==> src/rtl/collector_pkg.sv <==
// Shared types and sizing helpers for the serial sum collector.
package collector_pkg;

    typedef enum logic [1:0] {
        C_IDLE,
        C_COLLECT,
        C_HOLD
    } coll_state_ty;

    // Counter must hold 0..width inclusive.
    function automatic int unsigned cnt_width(input int unsigned width);
        return $clog2(width + 1);
    endfunction

endpackage

==> src/rtl/serial_sum_collector.sv <==
// Collects an LSB-first serial sum plus carry into a parallel result and
// offers it on a registered valid/ready interface with sticky error flags.
module serial_sum_collector
    import collector_pkg::*;
#(
    parameter int unsigned WIDTH = 4
) (
    input  logic             clk,
    input  logic             rst,
    input  logic             st,
    input  logic             sum_in,
    input  logic             done_in,
    input  logic             out_ready,
    input  logic             err_clr,
    output logic [WIDTH:0]   result,
    output logic             out_valid,
    output logic             busy,
    output logic             err_frame,
    output logic             err_ovr
);

    localparam int unsigned CntW = cnt_width(WIDTH);
    localparam logic [CntW-1:0] CntMax = CntW'(WIDTH);

    coll_state_ty      state_q, state_d;
    logic [CntW-1:0]   cnt_q, cnt_d;
    logic [CntW-1:0]   skip_q, skip_d;
    logic [WIDTH-1:0]  shreg_q, shreg_d;
    logic [WIDTH:0]    result_q, result_d;
    logic              valid_q, valid_d;
    logic              busy_q, busy_d;
    logic              err_frame_q, err_frame_d;
    logic              err_ovr_q, err_ovr_d;
    logic              frame_evt, ovr_evt;

    always_comb begin
        state_d   = state_q;
        cnt_d     = cnt_q;
        shreg_d   = shreg_q;
        result_d  = result_q;
        valid_d   = valid_q;
        busy_d    = busy_q;
        frame_evt = 1'b0;
        ovr_evt   = 1'b0;
        // skip_q counts down the remaining cycles of a frame dropped on overrun
        skip_d    = (skip_q != '0 && !done_in) ? skip_q - 1'b1 : '0;

        unique case (state_q)
            C_IDLE: begin
                if (st) begin
                    shreg_d = {sum_in, shreg_q[WIDTH-1:1]};
                    cnt_d   = CntW'(1);
                    busy_d  = 1'b1;
                    skip_d  = '0;
                    state_d = C_COLLECT;
                end else if (done_in && skip_q == '0) begin
                    frame_evt = 1'b1;
                end
            end
            C_COLLECT: begin
                if (done_in) begin
                    if (cnt_q == CntMax) begin
                        result_d = {sum_in, shreg_q};
                        valid_d  = 1'b1;
                        state_d  = C_HOLD;
                    end else begin
                        frame_evt = 1'b1;
                        state_d   = C_IDLE;
                    end
                    busy_d = 1'b0;
                    cnt_d  = '0;
                end else if (cnt_q == CntMax) begin
                    frame_evt = 1'b1;
                    busy_d    = 1'b0;
                    cnt_d     = '0;
                    state_d   = C_IDLE;
                end else begin
                    // Shift right so bit 0 lands in the LSB after WIDTH bits.
                    shreg_d = {sum_in, shreg_q[WIDTH-1:1]};
                    cnt_d   = cnt_q + 1'b1;
                end
            end
            C_HOLD: begin
                if (out_ready) begin
                    valid_d = 1'b0;
                    state_d = C_IDLE;
                    if (st && skip_q == '0) begin
                        shreg_d = {sum_in, shreg_q[WIDTH-1:1]};
                        cnt_d   = CntW'(1);
                        busy_d  = 1'b1;
                        state_d = C_COLLECT;
                    end
                end else if (st && skip_q == '0) begin
                    ovr_evt = 1'b1;
                    skip_d  = CntMax;
                end
            end
            default: begin
                state_d = C_IDLE;
            end
        endcase

        // A new event wins over a simultaneous clear.
        err_frame_d = (err_frame_q & ~err_clr) | frame_evt;
        err_ovr_d   = (err_ovr_q & ~err_clr) | ovr_evt;
    end

    always_ff @(posedge clk or posedge rst) begin
        if (rst) begin
            state_q     <= C_IDLE;
            cnt_q       <= '0;
            skip_q      <= '0;
            shreg_q     <= '0;
            result_q    <= '0;
            valid_q     <= 1'b0;
            busy_q      <= 1'b0;
            err_frame_q <= 1'b0;
            err_ovr_q   <= 1'b0;
        end else begin
            state_q     <= state_d;
            cnt_q       <= cnt_d;
            skip_q      <= skip_d;
            shreg_q     <= shreg_d;
            result_q    <= result_d;
            valid_q     <= valid_d;
            busy_q      <= busy_d;
            err_frame_q <= err_frame_d;
            err_ovr_q   <= err_ovr_d;
        end
    end

    assign result    = result_q;
    assign out_valid = valid_q;
    assign busy      = busy_q;
    assign err_frame = err_frame_q;
    assign err_ovr   = err_ovr_q;

endmodule
==> config.mk <==
export PLATFORM = sky130hd
export DESIGN_NAME = serial_sum_collector
export DESIGN_NICKNAME = d
export VERILOG_FILES = /design/src/rtl/collector_pkg.sv /design/src/rtl/serial_sum_collector.sv
export SDC_FILE = /design/constraint.sdc
export NUM_CORES = 1
export LEC_CHECK = 0
export CAP_MARGIN = 20
export CORE_MARGIN = 4
export CORE_UTILIZATION = 52
export CTS_CLUSTER_SIZE = 10
export DETAILED_ROUTE_END_ITERATION = 8
export PLACE_DENSITY_LB_ADDON = 0.1
export SYNTH_ARGS = -nofsm -noshare
export SYNTH_HDL_FRONTEND = slang
export SYNTH_SLANG_ARGS = --single-unit
==> constraint.sdc <==
create_clock -name clk -period 1.9 [get_ports clk]
set_input_delay 0.19 -clock clk [delete_from_list [all_inputs] [get_ports clk]]
set_output_delay 0.19 -clock clk [all_outputs]
set_load 0.005 [all_outputs]
==> results of run 1 <==
## registers in the layout, indices dropped and copies added, names as in the netlist
signal	flops
busy	1
cnt_q	3
err_frame	1
err_ovr	1
out_valid	1
result	5
shreg_q	4
skip_q	3
state_q	2
## routing by layer
| layer | vias to the layer above | GRT usage, % | routed length (um) |
|---|---|---|---|
| met5 | - | 0 | 0 |
| met4 | 0 | 5.11 | 9 |
| met3 | 2 | 2.54 | 47 |
| met2 | 8 | 26.7 | 851 |
| met1 | 350 | 17.1 | 829 |
| li1 | 363 | - | - |
## worst max-delay path: stages, from the launching register on
cell	delay, ns
dfrtp_1	0.40
inv_1	0.06
ha_1	0.14
ha_1	0.21
nand3b_4	0.12
a221oi_4	0.37
mux2_2	0.37
## stage by stage
stage / total power [mW] / util [%] / setup slack, ns / std cells / hold WS (ns)
after floorplan: 1.22 / - / 0.156 / 92 / 0.167
after global placement: 1.44 / 64.6 / 0.143 / 135 / 0.414
after detailed placement: 1.46 / 64.6 / 0.121 / 135 / 0.419
after CTS: 1.67 / 66.0 / 0.109 / 139 / 0.224
after global routing: 1.78 / 66.0 / 0.0355 / 139 / 0.240
final: 1.64 / 66.0 / 0.119 / 139 / 0.218
## cells in the final DEF (no fill, tap or decap), types with 3 or more instances in the layout
master and n:
dfrtp_1 21, clkdlybuf4s50_1 15, inv_1 14, mux2_2 9, nor2_1 6, ha_1 6, o21ai_0 5, nand2_1 4
buf_4 4, o22ai_1 3, clkbuf_4 3
## final cells by class
type,count,area [um^2]
sequential,21,526
inverter,14,52.6
tap,27,33.8
multi-input combinational,54,462
fill,159,661
timing repair buffer,19,180
clock inverter,1,5.00
clock buffer,3,22.5
## final timing paths
path / from / endpoint / cells past startpoint
worst min register to register: skip_q[0]$_DFF_PP0_ / skip_q[0]$_DFF_PP0_ / 1
max in group asynchronous: rst / cnt_q[2]$_DFFE_PP0P_ / 3
worst max-delay path: skip_q[0]$_DFF_PP0_ / shreg_q[0]$_DFFE_PP0P_ / 6
min in group clk: skip_q[0]$_DFF_PP0_ / skip_q[0]$_DFF_PP0_ / 1
worst min-delay path: rst / skip_q[1]$_DFF_PP0_ / 3
worst max register to register: skip_q[0]$_DFF_PP0_ / shreg_q[0]$_DFFE_PP0P_ / 6
## power breakdown
part           switching [mW]  total [mW]  internal [mW]  leakage (nW)
sequential              0.111       0.707          0.596         0.266
clock                   0.128       0.207         0.0784        0.0177
combinational           0.328       0.729          0.401         0.322
## cells by family after synthesis
logic type | after synthesis | share of synthesized area [%]
flip-flops | 21 | 49.9
AO/OA/AOI/OAI | 20 | 14.6
buffers and inverters | 17 | 6.18
AND/OR/NAND/NOR | 17 | 10.5
multiplexers | 11 | 11.7
adder cells (fa/ha/maj) | 6 | 7.13
==> results.md, run 1 <==
- Status: complete, no violations
- Setup crit end kind: register
- Worst-Margin Slew: 0.375 ns
- Sequential fraction of the synthesis area: 49.9%
- RD Place Congestion: 0.783
- Chip Width: 53.0 um
- Core Area: 1940 um^2
- Crit Path Max Fanout: 5
- First-pass GRT wire length: 2990 um
- DR iter-0 viols: 4
- Initial Utilization: 54.2%
- Mapped Cells: 92
- Ports: 16
- Cts-stage hold buffer count: 0
- Largest net degree at the start of global routing: 22
- Max-slew violation count: 0
- Initial antenna violation count: 0
- Layout cells sized above 1: 20.5%
- Syn_nets: 105
- Clock Latency Late Sink: 0.30 ns
- Setup TNS: 0 ns
- Routed WL: 1740 um
- Required @ worst endpoint: 2.09 ns
- DP HPWL: 1360 um
- Commonest cells in the netlist: dfrtp_1, inv_1, mux2_2, ha_1, nor2_1
- FMAX: 561 MHz
- Final hold violations: 0
- Period utilization: 93.7%
- Flop2flop setup slack: 0.12 ns
- Synth area leaders: dfrtp_1, mux2_2, ha_1
- Slew HR: 74.9%
- Vias in the first global route: 708
- DR WL/cell: 12.5 um
- Final nets: 126
- Area share of the largest cell type after synthesis: 49.9%
- Via count: 723
- Synth area leader: dfrtp_1
- Max-Cap Viols: 0
- Pwr/cell area: 1280 nW/um^2
- CTS root buffer: clkbuf_4
- Final setup fails: 0
- HP Class: primary input to asynchronous set/reset pin
- # resized after CTS: 0
- Clk buf depth: 2
- Gr usage total: 14.7%
- Leak pwr: 0.605 nW
- RSZ-0062 raised after global routing: false
- Main synth FF type: dfrtp_1
- Critical path data arrival time: 1.97 ns
- Syn. warnings: 0
- Count leader, synth: dfrtp_1
- Die H: 53.0 um
- Startpoint Class: register
- Cell Area, Placed: 1250 um^2
- Minimum clock period after layout: 1.78 ns
- Vias per inst: 5.20
- Port Buf Inserts: 15
- Grt ovf: 0
- Final instance area: 1280 um^2
- Yosys cell types: 29
- 1st-pass router iterations: 3
- Ys async rst share: 100%
- CTS Buf Count: 3
- Post-CTS setup buffers: 0
- Worst vdd ir: 0.691 mV
- Skew final: 0.00509 ns
- Sink Count: 21
- DRC viols: 0
- FF+latch count, synth: 21
- Rows: 16
- Final ANT Viol Nets: 0
- Die area: 2810 um^2
- CTS tree: done
- # diodes: 0
- H-Tree Level Count: 1
- Syn_area_per_cell: 11.4 um^2
- Critical path class: register to register
- Layout area overhead: 21.8%
- Number of enable flip-flop cells after synthesis: 0
- Reg clk slew, reported paths: 0.11 ns
- Synthesized cell area: 1050 um^2
(Power assumes the default switching activity.)
==> inputs of run 2 (changes only) <==
CORE_UTILIZATION = 56   (was 52)
DONT_BUFFER_PORTS = 1   (was unset)
SETUP_SLACK_MARGIN = 0.1   (was unset)
==> run 2 against run 1 <==
  * Clock skew down 0.0028 ns
  * Global-route usage up 2.0 points
  * Die area fell by 6.1%
  * Count of clock-buffer cells in the layout grew 1
  * Combinational power is 25% higher
  * Largest power group unchanged
  * Cell count decreased by 9.4%
  * Critical endpoint is now shreg_q[3]$_DFFE_PP0P_
==> results.md, run 2 (synthesized netlist as in run 1, its figures left out) <==
- CP max stage delay: 0.42 ns (+0.02 ns)
- Setup TNS: 0 ns (unchanged)
- Slew HR: 48.4% (-26 points)
- FMAX: 567 MHz (+0.96%)
- Final instance area: 1210 um^2 (-5.8%)
- H-Tree Level Count: 1 (unchanged)
- HP Class: primary input to register
- Commonest non-fill, non-tap cells in the layout: dfrtp_1, inv_1, nor2_1, mux2_2
- Slowest-stage cell, CP: a221oi_4
- Via count: 687 (-5.0%)
- Cell Area, Placed: 1080 um^2 (-14%)
- Rows: 15 (-1)
- Worst-Margin Slew: 0.773 ns (+0.398 ns)
- Routed WL: 1970 um (+13%)
- Core Area: 1750 um^2 (-10%)
- Fin cells: 126 (-9.4%)
- RR Startpoint: skip_q[0]$_DFF_PP0_
- CTS tree: done
- DP HPWL: 1300 um (-4.3%)
- Startpoint Class: register
- # diodes: 0 (unchanged)
- Status: complete, no violations
- Worst vdd ir: 0.977 mV (+41%)
- Critical path data arrival time: 1.96 ns (about the same)
- Final hold violations: 0 (unchanged)
- Grt ovf: 0 (unchanged)
- Pwr/cell area: 1530 nW/um^2 (+19%)
- Initial Utilization: 60.3% (+6.1 points)
- DR iter-0 viols: 10 (+6)
- Largest net degree at the start of global routing: 22 (unchanged)
- Most common cell after layout, fill and taps aside: dfrtp_1
- Period utilization: 92.8% (-0.89 points)
- Max-Cap Viols: 0 (unchanged)
- Die H: 51.3 um (-3.1%)
- Final setup fails: 0 (unchanged)
- Vias per inst: 5.45 (+4.8%)
- Filler instances: 141 (-11%)
- Skew final: 0.00229 ns (-0.00280 ns)
- Clock Latency Late Sink: 0.30 ns (about the same)
- Vias in the first global route: 743 (+4.9%)
- Cells after DPL: 115 (-15%)
- DR WL/cell: 15.6 um (+25%)
- Worst Min Path Start: sum_in
- Port Buf Inserts: 0 (-15)
- Gr usage total: 16.7% (+2.0 points)
- Setup crit end kind: register
- Required @ worst endpoint: 2.10 ns (about the same)
- Final ANT Viol Nets: 0 (unchanged)
- Setup crit start: skip_q[0]$_DFF_PP0_
- Reg clk slew, reported paths: 0.11 ns (about the same)
- Max reg flops: 5 (unchanged)
- RD Place Congestion: 0.828 (+5.7%)
- Layout cells sized above 1: 28.7% (+8.2 points)
- CTS Buf Count: 3 (unchanged)
- RSZ-0062 raised after global routing: false
- Crit-path cells: inv_2 > ha_4 > ha_4 > nand3b_4 > a221oi_4 > mux2_4
- Initial antenna violation count: 0 (unchanged)
- Layout area overhead: 14.7%
- Minimum clock period after layout: 1.76 ns (-0.0170 ns)
- Sink Count: 21 (unchanged)
- Clk buf depth: 2 (unchanged)
- Critical path class: register to register
- First-pass GRT wire length: 3230 um (+7.8%)
- CP dominant cell by count: ha_4
- 1st-pass router iterations: 4 (+1)
- Leak pwr: 0.584 nW (-3.6%)
- CTS root buffer: clkbuf_4
- Max-slew violation count: 0 (unchanged)
- Ports: 16 (unchanged)
- Final nets: 115 (-8.7%)
- Chip Width: 51.3 um (-3.1%)
- Die area: 2640 um^2 (-6.1%)
- Crit Path Max Fanout: 4 (-1)
- DRC viols: 0 (unchanged)
-- run 2: cell count changes in the layout (fill, tap and decap cells not counted), sizes merged --
cell and delta:
clkinv -1, clkdlybuf4s50 -15, buf +1, dlygate4sd3 +3
clkbuf +1
-- run 2: metrics by stage --
stage	utilization, %	setup slack [ns]	hold WS [ns]	power (mW)
global placement	61.8	0.0906	0.256	1.31
floorplan	-	0.156	0.167	1.22
global route	69.2	0.0766	0.0230	1.99
finish	69.2	0.136	0.0358	1.84
CTS	65.7	0.128	0.0252	1.62
detailed placement	61.8	0.0388	0.268	1.33
-- run 2: critical path, delay by kind of cell (launching register included) --
kind,cells,cell delay [ns]
mux,1,0.34
buf+inv,1,0.09
flops,1,0.40
fa+ha+maj,2,0.31
simple gates,1,0.10
compound gates,1,0.42
-- run 2: final cells by class --
| cell class | instances | area (um^2) | share of cell area [%] |
|---|---|---|---|
| Inverter | 14 | 52.6 | 4.35 |
| Multi-Input combinational cell | 54 | 504 | 41.8 |
| Sequential cell | 21 | 526 | 43.5 |
| Timing Repair Buffer | 8 | 67.6 | 5.60 |
| Tap cell | 25 | 31.3 | 2.59 |
| Clock buffer | 4 | 26.3 | 2.18 |
-- run 2: final timing paths --
path | cells past startpoint | slack [ns] | endpoint
max | 6 | 0.14 | shreg_q[3]$_DFFE_PP0P_
min | 1 | 0.04 | result[4]$_DFFE_PP0P_
max reg2reg | 6 | 0.14 | shreg_q[3]$_DFFE_PP0P_
min reg2reg | 1 | 0.45 | skip_q[0]$_DFF_PP0_
max in group asynchronous | 2 | 0.96 | cnt_q[2]$_DFFE_PP0P_
min in group asynchronous | 2 | 0.46 | shreg_q[3]$_DFFE_PP0P_
-- run 2: repair_timing --
| action | 4_1_cts | 5_1_grt |
|---|---|---|
| hold buffers | 3 | 0 |
| buffers inserted | 0 | 4 |
| cloned | 0 | 0 |
| setup endpoints to repair | 4 | 9 |
| pin swaps | 1 | 3 |
| hold endpoints to repair | 24 | 0 |
| resized for setup | 2 | 9 |
-- run 2: power by group --
group / total [mW] / internal (mW) / switching, mW
clock network: 0.211 / 0.0819 / 0.129
logic: 0.908 / 0.518 / 0.390
registers: 0.724 / 0.597 / 0.128
-- run 2: routing by layer --
layer / routed length, um / global-route usage, % / share of wire [%]
met2: 1030 / 28.3 / 52
met4: 24 / 6.99 / 1.2
met1: 840 / 19.5 / 43
met5: 0 / 0 / 0
met3: 72 / 4.96 / 3.7
==> inputs of run 3 (changes only) <==
MAX_ROUTING_LAYER = met4   (was unset)
==> results of run 3 <==
The final DEF is identical to that of run 2; final timing and power are the same.
Among the figures that moved: final weighted congestion in routability-driven placement 0.828 -> 0.840; overall routing resource usage 16.7% -> 17.1%
